===== src/rtl/rv32i_pkg.sv =====
// rv32i_pkg: shared RV32I opcodes, XLEN default and immediate formats
package rv32i_pkg;
  localparam int XLEN = 32;
  localparam logic [6:0] OPC_LUI      = 7'b0110111;
  localparam logic [6:0] OPC_AUIPC    = 7'b0010111;
  localparam logic [6:0] OPC_JAL      = 7'b1101111;
  localparam logic [6:0] OPC_JALR     = 7'b1100111;
  localparam logic [6:0] OPC_BRANCH   = 7'b1100011;
  localparam logic [6:0] OPC_LOAD     = 7'b0000011;
  localparam logic [6:0] OPC_STORE    = 7'b0100011;
  localparam logic [6:0] OPC_OP_IMM   = 7'b0010011;
  localparam logic [6:0] OPC_OP       = 7'b0110011;
  localparam logic [6:0] OPC_MISC_MEM = 7'b0001111;
  localparam logic [6:0] OPC_SYSTEM   = 7'b1110011;
  typedef enum logic [2:0] {IMM_NONE, IMM_I, IMM_S, IMM_B, IMM_U, IMM_J} imm_fmt_e;
  function automatic imm_fmt_e imm_fmt(input logic [6:0] opc);
    return (opc == OPC_JALR || opc == OPC_LOAD || opc == OPC_OP_IMM) ? IMM_I :
           (opc == OPC_STORE)                     ? IMM_S :
           (opc == OPC_BRANCH)                    ? IMM_B :
           (opc == OPC_LUI || opc == OPC_AUIPC)   ? IMM_U :
           (opc == OPC_JAL)                       ? IMM_J : IMM_NONE;
  endfunction
endpackage


===== src/rtl/imm_gen.sv =====
// imm_gen: sign-extended RV32I immediate from an instruction word
module imm_gen
  import rv32i_pkg::*;
(
  input  logic [31:0]     inst,
  output logic [XLEN-1:0] imm
);
  imm_fmt_e fmt;
  assign fmt = imm_fmt(inst[6:0]);
  always_comb begin
    imm = (fmt == IMM_I) ? {{20{inst[31]}}, inst[31:20]} :
          (fmt == IMM_S) ? {{20{inst[31]}}, inst[31:25], inst[11:7]} :
          (fmt == IMM_B) ? {{19{inst[31]}}, inst[31], inst[7], inst[30:25], inst[11:8], 1'b0} :
          (fmt == IMM_U) ? {inst[31:12], 12'b0} :
          (fmt == IMM_J) ? {{11{inst[31]}}, inst[31], inst[19:12], inst[20], inst[30:21], 1'b0} :
                           '0;
  end
endmodule


===== src/rtl/decode_stage.sv =====
// decode_stage: RV32I decode with writeback bypass, scoreboard stalls and a one-entry ID/EX register
module decode_stage #(
  parameter int XLEN = rv32i_pkg::XLEN
) (
  input  logic            clk,
  input  logic            rst,
  input  logic            if_valid,
  output logic            if_ready,
  input  logic [31:0]     if_inst,
  input  logic [XLEN-1:0] if_pc,
  output logic [4:0]      rs1_num,
  output logic [4:0]      rs2_num,
  input  logic [XLEN-1:0] rs1_data,
  input  logic [XLEN-1:0] rs2_data,
  input  logic            wb_enable,
  input  logic [4:0]      wb_rd_num,
  input  logic [XLEN-1:0] wb_data,
  input  logic            flush,
  output logic            ex_valid,
  input  logic            ex_ready,
  output logic [XLEN-1:0] ex_pc,
  output logic [XLEN-1:0] ex_rs1_data,
  output logic [XLEN-1:0] ex_rs2_data,
  output logic [XLEN-1:0] ex_imm,
  output logic [4:0]      ex_rd_num,
  output logic [6:0]      ex_opcode,
  output logic [2:0]      ex_funct3,
  output logic            ex_funct7b5,
  output logic            ex_illegal
);
  import rv32i_pkg::*;
  logic [6:0]      opc;
  logic [4:0]      rd;
  logic            legal, use1, use2, writes_rd, stall, accept;
  logic [31:0]     pending, eff, wb_mask, set_mask, kill_mask;
  logic [XLEN-1:0] op1, op2, imm;
  assign opc     = if_inst[6:0];
  assign rd      = if_inst[11:7];
  assign rs1_num = if_inst[19:15];
  assign rs2_num = if_inst[24:20];
  assign legal = opc inside {OPC_LUI, OPC_AUIPC, OPC_JAL, OPC_JALR, OPC_BRANCH, OPC_LOAD,
                             OPC_STORE, OPC_OP_IMM, OPC_OP, OPC_MISC_MEM, OPC_SYSTEM};
  assign use1 = opc inside {OPC_JALR, OPC_BRANCH, OPC_LOAD, OPC_STORE, OPC_OP_IMM, OPC_OP};
  assign use2 = opc inside {OPC_BRANCH, OPC_STORE, OPC_OP};
  assign writes_rd = (opc inside {OPC_LUI, OPC_AUIPC, OPC_JAL, OPC_JALR, OPC_LOAD, OPC_OP_IMM, OPC_OP})
                     && rd != 5'd0;
  imm_gen u_imm_gen (.inst(if_inst), .imm(imm));
  // A register being written back this cycle is no longer a hazard; its value comes from wb_data.
  assign wb_mask   = wb_enable ? 32'd1 << wb_rd_num : '0;
  assign eff       = pending & ~wb_mask;
  assign stall     = (use1 && eff[rs1_num]) || (use2 && eff[rs2_num]) || (writes_rd && eff[rd]);
  assign if_ready  = !rst && !flush && !stall && (!ex_valid || ex_ready);
  assign accept    = if_valid && if_ready;
  assign set_mask  = (accept && writes_rd) ? 32'd1 << rd : '0;
  assign kill_mask = (flush && ex_valid) ? 32'd1 << ex_rd_num : '0;
  assign op1 = (rs1_num == 5'd0) ? '0 : (wb_enable && wb_rd_num == rs1_num) ? wb_data : rs1_data;
  assign op2 = (rs2_num == 5'd0) ? '0 : (wb_enable && wb_rd_num == rs2_num) ? wb_data : rs2_data;
  always_ff @(posedge clk) begin
    if (rst) begin
      pending     <= '0;
      ex_valid    <= 1'b0;
      ex_pc       <= '0;
      ex_rs1_data <= '0;
      ex_rs2_data <= '0;
      ex_imm      <= '0;
      ex_rd_num   <= '0;
      ex_opcode   <= '0;
      ex_funct3   <= '0;
      ex_funct7b5 <= 1'b0;
      ex_illegal  <= 1'b0;
    end else begin
      pending <= ((pending & ~wb_mask & ~kill_mask) | set_mask) & ~32'd1;
      if (flush) ex_valid <= 1'b0;
      else if (accept) begin
        ex_valid    <= 1'b1;
        ex_pc       <= if_pc;
        ex_rs1_data <= op1;
        ex_rs2_data <= op2;
        ex_imm      <= imm;
        ex_rd_num   <= writes_rd ? rd : 5'd0;
        ex_opcode   <= opc;
        ex_funct3   <= if_inst[14:12];
        ex_funct7b5 <= if_inst[30];
        ex_illegal  <= !legal;
      end else if (ex_ready) ex_valid <= 1'b0;
    end
  end
endmodule


===== config.mk =====
export PLATFORM = sky130hd
export DESIGN_NAME = decode_stage
export DESIGN_NICKNAME = d
export VERILOG_FILES = /design/src/rtl/rv32i_pkg.sv /design/src/rtl/imm_gen.sv /design/src/rtl/decode_stage.sv
export SDC_FILE = /design/constraint.sdc
export NUM_CORES = 1
export LEC_CHECK = 0
export ABC_AREA = 1
export CORE_AREA = 10 10 152 182
export DETAILED_ROUTE_END_ITERATION = 10
export DIE_AREA = 0 0 162 192
export GPL_TIMING_DRIVEN = 0
export PLACE_DENSITY = 0.76
export SLEW_MARGIN = 15
export SYNTH_ARGS = -nofsm -noshare
export SYNTH_HDL_FRONTEND = slang
export SYNTH_SLANG_ARGS = --single-unit
export TNS_END_PERCENT = 5

===== constraint.sdc =====
create_clock -name clk -period 2.5 [get_ports clk]
set_clock_uncertainty 0.05 [all_clocks]
set_input_delay 0.5 -clock clk [delete_from_list [all_inputs] [get_ports clk]]
set_output_delay 0.5 -clock clk [all_outputs]
set_load 0.01 [all_outputs]

Word level (Yosys, flattened, before mapping)
Index checks and enable logic that the tools add are counted.

storage, ports and cells
  word-level logic and storage cells = 101
  register bits = 178
  output and inout bits = 157

cells by class
  eq/ne operators = 18
  reduce and logical (&&, ||, !) cells = 33
  bitwise gates (word level) = 6
  magnitude comparators = 3
  shifts and indexed selects = 3
  muxes and demuxes = 26

operator list
  operator                number
  $mux W32                12
  $shl A1 B5 Y32 const A  3
  $and A32 B32 Y32        2
  $not A32 Y32            2
  $or A32 B32 Y32         1
  $eq A7 B7 Y1 const B    4
  $eq A7 B6 Y1 const B    3
  $lt A5 B6 Y1 const B    3
  $bmux W1 S5             3
  $mux W3                 5
  $eq A7 B5 Y1 const B    2
  $logic_and A1 B1 Y1     12
  $reduce_bool A11 Y1     1
  $eq A5 B5 Y1            2
  $logic_not A5 Y1        2
  $eq A7 B2 Y1 const B    1
  $eq A7 B4 Y1 const B    1
  $reduce_bool A7 Y1      1
  $eq A3 B2 Y1 const B    2
  $eq A3 B3 Y1 const B    2
  $logic_or A1 B1 Y1      6
  $reduce_bool A6 Y1      1
  $logic_not A1 Y1        5
  $mux W1                 5
  8 further kinds         8

Depth between registers and ports, before layout
Gate-level depths: netlist of the first run.

  depth after elaboration = 16
  mapped depth = 22

Hierarchy
A second synthesis of the first run with hierarchy kept.

unflattened totals
  cells, all modules = 1,630
  area total of the unflattened synthesis = 10,114.7 um^2

modules (own cells, without submodules)
  module        cells an instance  times used  area an instance (um^2)  sequential area each (um^2)
  decode_stage  1,490              1           9,462.8                  3,543.4
  imm_gen       140                1           651.9                    0.0

Worst setup path before layout of the first run
No wires, ideal clock.

  path type = input to output
  start = in wb_rd_num[1]
  end = out if_ready
  data arrival time = 1,951 ps
  required time = 1,950 ps
  stages on the path = 16
  path slack = -1 ps
  path through = buf_2 > nand2_1 > nor2_1 > nand3_1 > nand2_1 > nand2_1 > nand3_1 > nor2_1 > nor2_1 > nand2_1 > nand2_1 > nand2_1 > nand2_1 > nand2_1 > nor2_4 > buf_2

between the ends
  longest elaborated chain between the ends = 12
  elaborated cells on any way between the ends = 18

ends and longest elaborated chain
  what                                   line                source
  start: declaration                     decode_stage.sv:16  input logic [4:0] wb_rd_num,
  $shl A1 B5 Y32 (*)                     decode_stage.sv:49  assign wb_mask = wb_enable ? 32'd1 << wb_rd_num : '0;
  $mux W32 (*)                           decode_stage.sv:49
  $not A32 Y32 (*)                       decode_stage.sv:50  assign eff = pending & ~wb_mask;
  $and A32 B32 Y32 (*)                   decode_stage.sv:50
  $bmux W1 S5                            decode_stage.sv:51  assign stall = (use1 && eff[rs1_num]) || (use2 && eff[rs2_num]) || (writes_rd && eff[rd]);
  $mux W1 (implied by the code)          decode_stage.sv:51
  $logic_and A1 B1 Y1                    decode_stage.sv:51
  $logic_or A1 B1 Y1                     decode_stage.sv:51
  $logic_or A1 B1 Y1 (*)                 decode_stage.sv:51
  $logic_not A1 Y1 (*)                   decode_stage.sv:52  assign if_ready = !rst && !flush && !stall && (!ex_valid || ex_ready);
  $logic_and A1 B1 Y1 (*) (2 in series)  decode_stage.sv:52
  end: declaration                       decode_stage.sv:8   output logic if_ready,

Mark *: on every way between the ends. The rest lies on a longest branch, timed or not. The select of a mux whose other input is x is not followed.

Worst setup path after layout of the first run
  start = in wb_rd_num[0]
  end = out if_ready

Same word-level chain as after synthesis.

==> impl_metrics.env, run 1 <==
export IMPL_drive_above_1_share_pct=15.7
export IMPL_avgSynthCellArea_sq_um=6.19
export IMPL_power_mw=7.62
export IMPL_worst_setup_path_type="primary input to output pin"
export IMPL_viasPerCell=5.49
export IMPL_multi_input_area_sq_um=5950
export IMPL_drt_initial_drc_count=1137
export IMPL_die_h_um=192
export IMPL_fmax_mhz=344
export IMPL_synth_edf_count=0
export IMPL_drv_cap=0
export IMPL_start_util_pct=41.8
export IMPL_drc=0
export IMPL_tritoncts="yes"
export IMPL_worstPathArrival_ns=2.36
export IMPL_area_sequential_sq_um=3540
export IMPL_hp_class="primary input to flop"
export IMPL_core_region_area_sq_um=23900
export IMPL_p_int_mw=5.25
export IMPL_hold_slack_ns=0.281
export IMPL_cts_max_path_buffers=2
export IMPL_core_rowCount=62
export IMPL_worstPathMaxFanout=9
export IMPL_htreeDepth=4
export IMPL_power_frac_comb_pct=23.1
export IMPL_synthFlopType="dfxtp_1"
export IMPL_max_slew_margin_rel_pct=48.3
export IMPL_setup_slack_ns=-0.410
export IMPL_track_usage_pct=32.5
export IMPL_switching_power_mw=2.37
export IMPL_pre_cts_slack_ns=-2.11
export IMPL_ir_drop_uv=453
export IMPL_fin_cells=2368
export IMPL_grt_pass1_wl_um=76300
export IMPL_detail_route_antenna_nets=0
export IMPL_netlist_area_sq_um=9980
export IMPL_cpMaxStageDelayCell="nand4_1"
export IMPL_die_x_um=162
export IMPL_syn_inst=1613
export IMPL_crit_chain="buf_8, nor2_4, nand4_1, nand2_2, nand2_1, nand3_1, nor2_1, nor2_1, nand2_1, nand2_1, nand2_1, nand2_1, nand2_2, nor2_4, buf_6, buf_6"
export IMPL_power_per_cell_area_nw_per_um2=486
export IMPL_end_kind="output pin"
export IMPL_synth_top_cell_area_share_pct=35.5
export IMPL_drt_total_wl_um=53500
export IMPL_yosysWarnings=0
export IMPL_portBuffers=319
export IMPL_drt_first_pass_iters=6
export IMPL_yosysTopAreaCell="dfxtp_1"
export IMPL_io_pins=328
export IMPL_synth_nets=1784
export IMPL_synth_seq_cells=177
export IMPL_worstHoldStart="if_inst[1]"
export IMPL_outcome="complete, but fails checks"
export IMPL_grt_remaining_overflow=0
export IMPL_finalHoldViolCount=0
export IMPL_dp_cells=2252
export IMPL_finalSetupViolCount=148
export IMPL_grt_pass1_vias=12300
export IMPL_r2r_start="pending[9]$_SDFF_PP0_"
export IMPL_wire_per_inst_um=22.6
export IMPL_p_clk_share_pct=37.4
export IMPL_reg2reg_depth=15
export IMPL_crit_family="simple AND/OR/NAND/NOR gates"
export IMPL_slew_violations=0
export IMPL_antenna_found_initial=9
export IMPL_gp_congestion=1.01
export IMPL_slowest_delay_ns=0.24
export IMPL_grt_setup_unrepaired="true"
export IMPL_ys_seq_area_share_pct=35.5
export IMPL_fin_nets=2197
export IMPL_clkSlewWorstSetupHoldPaths_ns=0.07
export IMPL_worst_pin_slew_ns=0.769
export IMPL_vias=13000
export IMPL_clockRootBuffer="clkbuf_16"
export IMPL_synth_cell_types=36
export IMPL_place_hpwl_um=41300
export IMPL_numCtsBuffers=17
export IMPL_crit_top_cell="nand2_1"
export IMPL_clock_sinks=177
export IMPL_cp_data_required_time_ns=1.95
export IMPL_die_area_sq_um=31100
export IMPL_violations="negative setup slack"
export IMPL_startpoint_type="primary input"
export IMPL_synthToLayoutAreaGrowth_pct=57.1
export IMPL_pwr_share_seq_pct=39.5
export IMPL_r2r_end="ex_rd_num[4]$_SDFFE_PP0P_"
export IMPL_synth_commonest_cells="387 x nor2_1, 325 x nand2_1, 177 x dfxtp_1"
export IMPL_synth_area_leaders="dfxtp_1 36%, nor2_1 15%, nand2_1 12%"
export IMPL_leakagePower_nw=6.41
export IMPL_clock_latency_ns=0.47
export IMPL_grt_max_degree=19
export IMPL_min_period_ns=2.91
export IMPL_final_period_utilization_pct=116
export IMPL_min_to="ex_opcode[1]$_SDFFE_PP0P_"
export IMPL_regToRegSetupSlack_ns=0.06
export IMPL_critPathBufInv=3
export IMPL_p_sw_share_pct=31.1
export IMPL_n_fill_cell=2156
export IMPL_synth_async_sr_flop_share_pct=0
export IMPL_yosysMostFrequentCell="nor2_1"
export IMPL_min_delay_path_depth=3
## sequential cells by signal (all words and copies together) (netlist names)
name and flops:
ex_funct3 3, ex_funct7b5 1, ex_illegal 1, ex_imm 32, ex_opcode 7, ex_pc 32
ex_rd_num 5, ex_rs1_data 32, ex_rs2_data 32, ex_valid 1, pending 31
## worst max-delay path by stage
stage / depth (start not counted) / end / slack [ns] / from
after floorplan: 20 / ex_pc[20]$_SDFFE_PP0P_ / 0.01 / wb_rd_num[1]
after global placement: 13 / if_ready / -2.22 / if_inst[16]
after detailed placement: 13 / if_ready / -2.11 / if_inst[16]
after CTS: 18 / if_ready / -0.27 / wb_enable
after global routing: 17 / if_ready / -0.41 / wb_rd_num[0]
final: 16 / if_ready / -0.41 / wb_rd_num[0]
## stage by stage
step / util, % / TNS, ns / cell area, sq um
detailed placement: 56.8 / -292.39 / 13600
floorplan: - / 0 / 9980
finish: 65.6 / -18.57 / 15700
CTS: 64.5 / -0.513 / 15400
global route: 65.6 / -23.04 / 15700
global placement: 56.8 / -310.40 / 13600
## metal layers
layer / share of wire (%) / up-vias / track usage (%)
met5: 0 / - / 0
met4: 6.4 / 0 / 20.2
met3: 7.1 / 197 / 6.43
met2: 51 / 691 / 59.1
met1: 35 / 6007 / 33.6
li1: - / 6094 / -
## area by class of cell
type                            count  area share (%)
Tap cell                          320            2.55
Buffer                            120            5.18
Multi-Input combinational cell   1209            38.0
Inverter                          107            2.79
Clock buffer                       19            2.89
Clock inverter                     13            1.06
Sequential cell                   177            22.6
Timing Repair Buffer              394            24.8
Antenna cell                        9           0.144
## kinds of logic (layout without fill, tap and decap cells)
family	Yosys count	after routing	synth area share (%)
xor gates and xnor gates	1	1	0.0878
other	0	9	0
DFF	177	177	35.5
and+or+nand+nor	893	893	36.8
buffers and inverters	227	653	9.96
AOI/OAI and AO/OA	315	315	17.7
## tightest hold or removal path: cells and delay by family
kind	cells	cell delay, ns
AO/OA/AOI/OAI	1	0.07
buffers and inverters	1	0.11
AND/OR/NAND/NOR	1	0.07
## power groups by stage
| stage | Clock [mW] | Combinational, mW | Sequential (mW) |
|---|---|---|---|
| global route | 2.97 | 1.87 | 3.03 |
| finish | 2.85 | 1.76 | 3.01 |
| global placement | 0 | 1.54 | 3.07 |
| detailed placement | 0 | 1.54 | 3.08 |
| floorplan | 0 | 0.640 | 3.13 |
| CTS | 2.85 | 1.69 | 3.01 |
## cell usage in the layout (no fill, tap or decap), drive strengths merged
| master | instances |
|---|---|
| clkdlybuf4s15 | 1 |
| nor2 | 391 |
| o21ai | 147 |
| nor3 | 18 |
| dlymetal6s2s | 1 |
| dlygate4sd2 | 3 |
| o31ai | 2 |
| a221oi | 4 |
| a21boi | 4 |
| a22o | 4 |
| xor2 | 1 |
| nand3 | 110 |
| bufinv | 1 |
| clkdlybuf4s50 | 300 |
| nand2 | 326 |
| clkbuf | 94 |
| o21a | 32 |
| diode | 9 |
| bufbuf | 1 |
| clkinv | 10 |
| o211ai | 9 |
| nor4 | 3 |
| inv | 108 |
| clkinvlp | 1 |
| dfxtp | 177 |
| a21oi | 99 |
| o22ai | 3 |
| buf | 133 |
| or2 | 1 |
| nand4 | 42 |
| nand3b | 2 |
| o21bai | 5 |
| a31o | 6 |
## timing repair
action / CTS / global route
pin swaps: 52 / 28
hold buffers: 0 / 0
hold endpoints to repair: 0 / 0
resized for setup: 256 / 76
buffers inserted: 62 / 8
setup endpoints to repair: 180 / 171
cloned: 5 / 0
No activity file was read; power rests on OpenSTA's default activity.
==> run 2, diff against run 1 <==
--- a/config.mk
+++ b/config.mk
@@ -11,6 +11,8 @@
 export DIE_AREA = 0 0 162 192
 export GPL_TIMING_DRIVEN = 0
 export PLACE_DENSITY = 0.76
+export REMOVE_ABC_BUFFERS = 1
+export SKIP_CTS_REPAIR_TIMING = 1
 export SLEW_MARGIN = 15
 export SYNTH_ARGS = -nofsm -noshare
 export SYNTH_HDL_FRONTEND = slang
==> impl_metrics.env, run 2 (synthesis gave the netlist of run 1 again) <==
export IMPL_hp_class="primary input to flop"
export IMPL_die_area_sq_um=31100
export IMPL_final_common_cell="nor2_1"
export IMPL_cts_max_path_buffers=2
export IMPL_wire_per_inst_um=22.3
export IMPL_end_kind="output pin"
export IMPL_outcome="complete, but fails checks"
export IMPL_drt_first_pass_iters=5
export IMPL_pre_cts_slack_ns=-4.01
export IMPL_synthToLayoutAreaGrowth_pct=51.0
export IMPL_fmax_mhz=329
export IMPL_track_usage_pct=28.1
export IMPL_min_period_ns=3.04
export IMPL_place_hpwl_um=33500
export IMPL_max_slew_margin_rel_pct=35.4
export IMPL_finalSetupViolCount=170
export IMPL_p_clk_share_pct=38.9
export IMPL_pwr_share_seq_pct=38.9
export IMPL_portBuffers=327
export IMPL_setup_slack_ns=-0.537
export IMPL_worst_setup_path_type="primary input to output pin"
export IMPL_worstPathArrival_ns=2.49
export IMPL_power_frac_comb_pct=22.2
export IMPL_fin_nets=2089
export IMPL_htreeDepth=4
export IMPL_switching_power_mw=2.27
export IMPL_die_h_um=192
export IMPL_final_util_pct=63.0
export IMPL_finalHoldViolCount=0
export IMPL_numCtsBuffers=17
export IMPL_die_x_um=162
export IMPL_tritoncts="yes"
export IMPL_drt_total_wl_um=50400
export IMPL_worst_pin_slew_ns=0.969
export IMPL_drc=0
export IMPL_grt_setup_unrepaired="true"
export IMPL_drt_initial_drc_count=1399
export IMPL_drive_above_1_share_pct=12.2
export IMPL_vias=12800
export IMPL_final_cell_mix="366 x nor2_1, 300 x nand2_1, 299 x clkdlybuf4s50_1"
export IMPL_dp_cells=2145
export IMPL_violations="negative setup slack"
export IMPL_worstPathMaxFanout=12
export IMPL_leakagePower_nw=6.07
export IMPL_cp_data_required_time_ns=1.95
export IMPL_antenna_found_initial=8
export IMPL_grt_remaining_overflow=0
export IMPL_io_pins=328
export IMPL_fin_cells=2259
export IMPL_final_period_utilization_pct=121
export IMPL_core_rowCount=62
export IMPL_viasPerCell=5.67
export IMPL_slew_violations=0
export IMPL_p_int_mw=5.46
export IMPL_clock_latency_ns=0.45
export IMPL_grt_pass1_wl_um=68000
export IMPL_drv_cap=0
export IMPL_p_sw_share_pct=29.3
export IMPL_start_util_pct=41.8
export IMPL_detail_route_antenna_nets=0
export IMPL_clock_sinks=177
export IMPL_gp_congestion=1.03
export IMPL_clockRootBuffer="clkbuf_16"
export IMPL_grt_max_degree=104
export IMPL_power_per_cell_area_nw_per_um2=513
export IMPL_core_region_area_sq_um=23900
export IMPL_startpoint_type="primary input"
export IMPL_clkSlewWorstSetupHoldPaths_ns=0.07
export IMPL_grt_pass1_vias=11400
export IMPL_ir_drop_uv=452
[run 2: routing by layer]
metal | routed length [um] | global-route usage, % | share of wire (%)
met4 | 2790 | 14.9 | 5.5
met3 | 5150 | 7.26 | 10
met5 | 0 | 0 | 0
met1 | 18700 | 32.8 | 37
met2 | 23800 | 46.4 | 47
[run 2: final cells by class]
cell class	count	area [sq um]
diodes	8	20.0
clock buffers	19	443
clock inverters	13	201
fillers	2215	8830
inverters	107	507
multi-input cells	1213	5840
flip-flops and latches	177	3540
well taps	320	400
repair buffers	400	4100
repair inverters	2	13.8
[run 2: power by group through the flow]
stage	Clock (mW)	Sequential (mW)	Combinational, mW
after global routing	3.13	3.02	1.82
final	3.00	3.01	1.72
after floorplan	0	3.13	0.550
after detailed placement	0	3.07	1.48
after CTS	3.03	3.01	1.49
after global placement	0	3.07	1.48
[run 2: through the flow]
stage / hold slack (ns) / total power [mW] / setup TNS [ns] / area [sq um]
2_1_floorplan: 0.436 / 3.68 / -532.27 / 9390
3_3_place_gp: 0.403 / 4.55 / -1159.55 / 13100
3_5_place_dp: 0.413 / 4.55 / -627.30 / 13200
4_1_cts: 0.429 / 7.52 / -546.77 / 13900
5_1_grt: 0.349 / 7.98 / -55.76 / 15100
6_report: 0.314 / 7.73 / -46.86 / 15100
[run 2: final timing paths]
| path | from | end | slack [ns] | depth (start not counted) |
|---|---|---|---|---|
| max | if_inst[21] | if_ready | -0.54 | 12 |
| min | if_inst[2] | ex_opcode[2]$_SDFFE_PP0P_ | 0.31 | 3 |
| max reg2reg | pending[13]$_SDFF_PP0_ | ex_rs2_data[14]$_SDFFE_PP0P_ | -0.12 | 17 |
| min reg2reg | ex_imm[30]$_SDFFE_PP0P_ | ex_imm[30]$_SDFFE_PP0P_ | 0.42 | 2 |
[run 2: worst max-delay path, stage by stage]
cell and delay [ns]:
clkbuf_2 0.29, inv_1 0.49, nand3_1 0.13, nand3_1 0.16, nand3_1 0.17, nand2_1 0.09, nand2_1 0.05, nand2_1 0.11
nand2_4 0.07, nor2_4 0.15, buf_6 0.15, buf_6 0.10
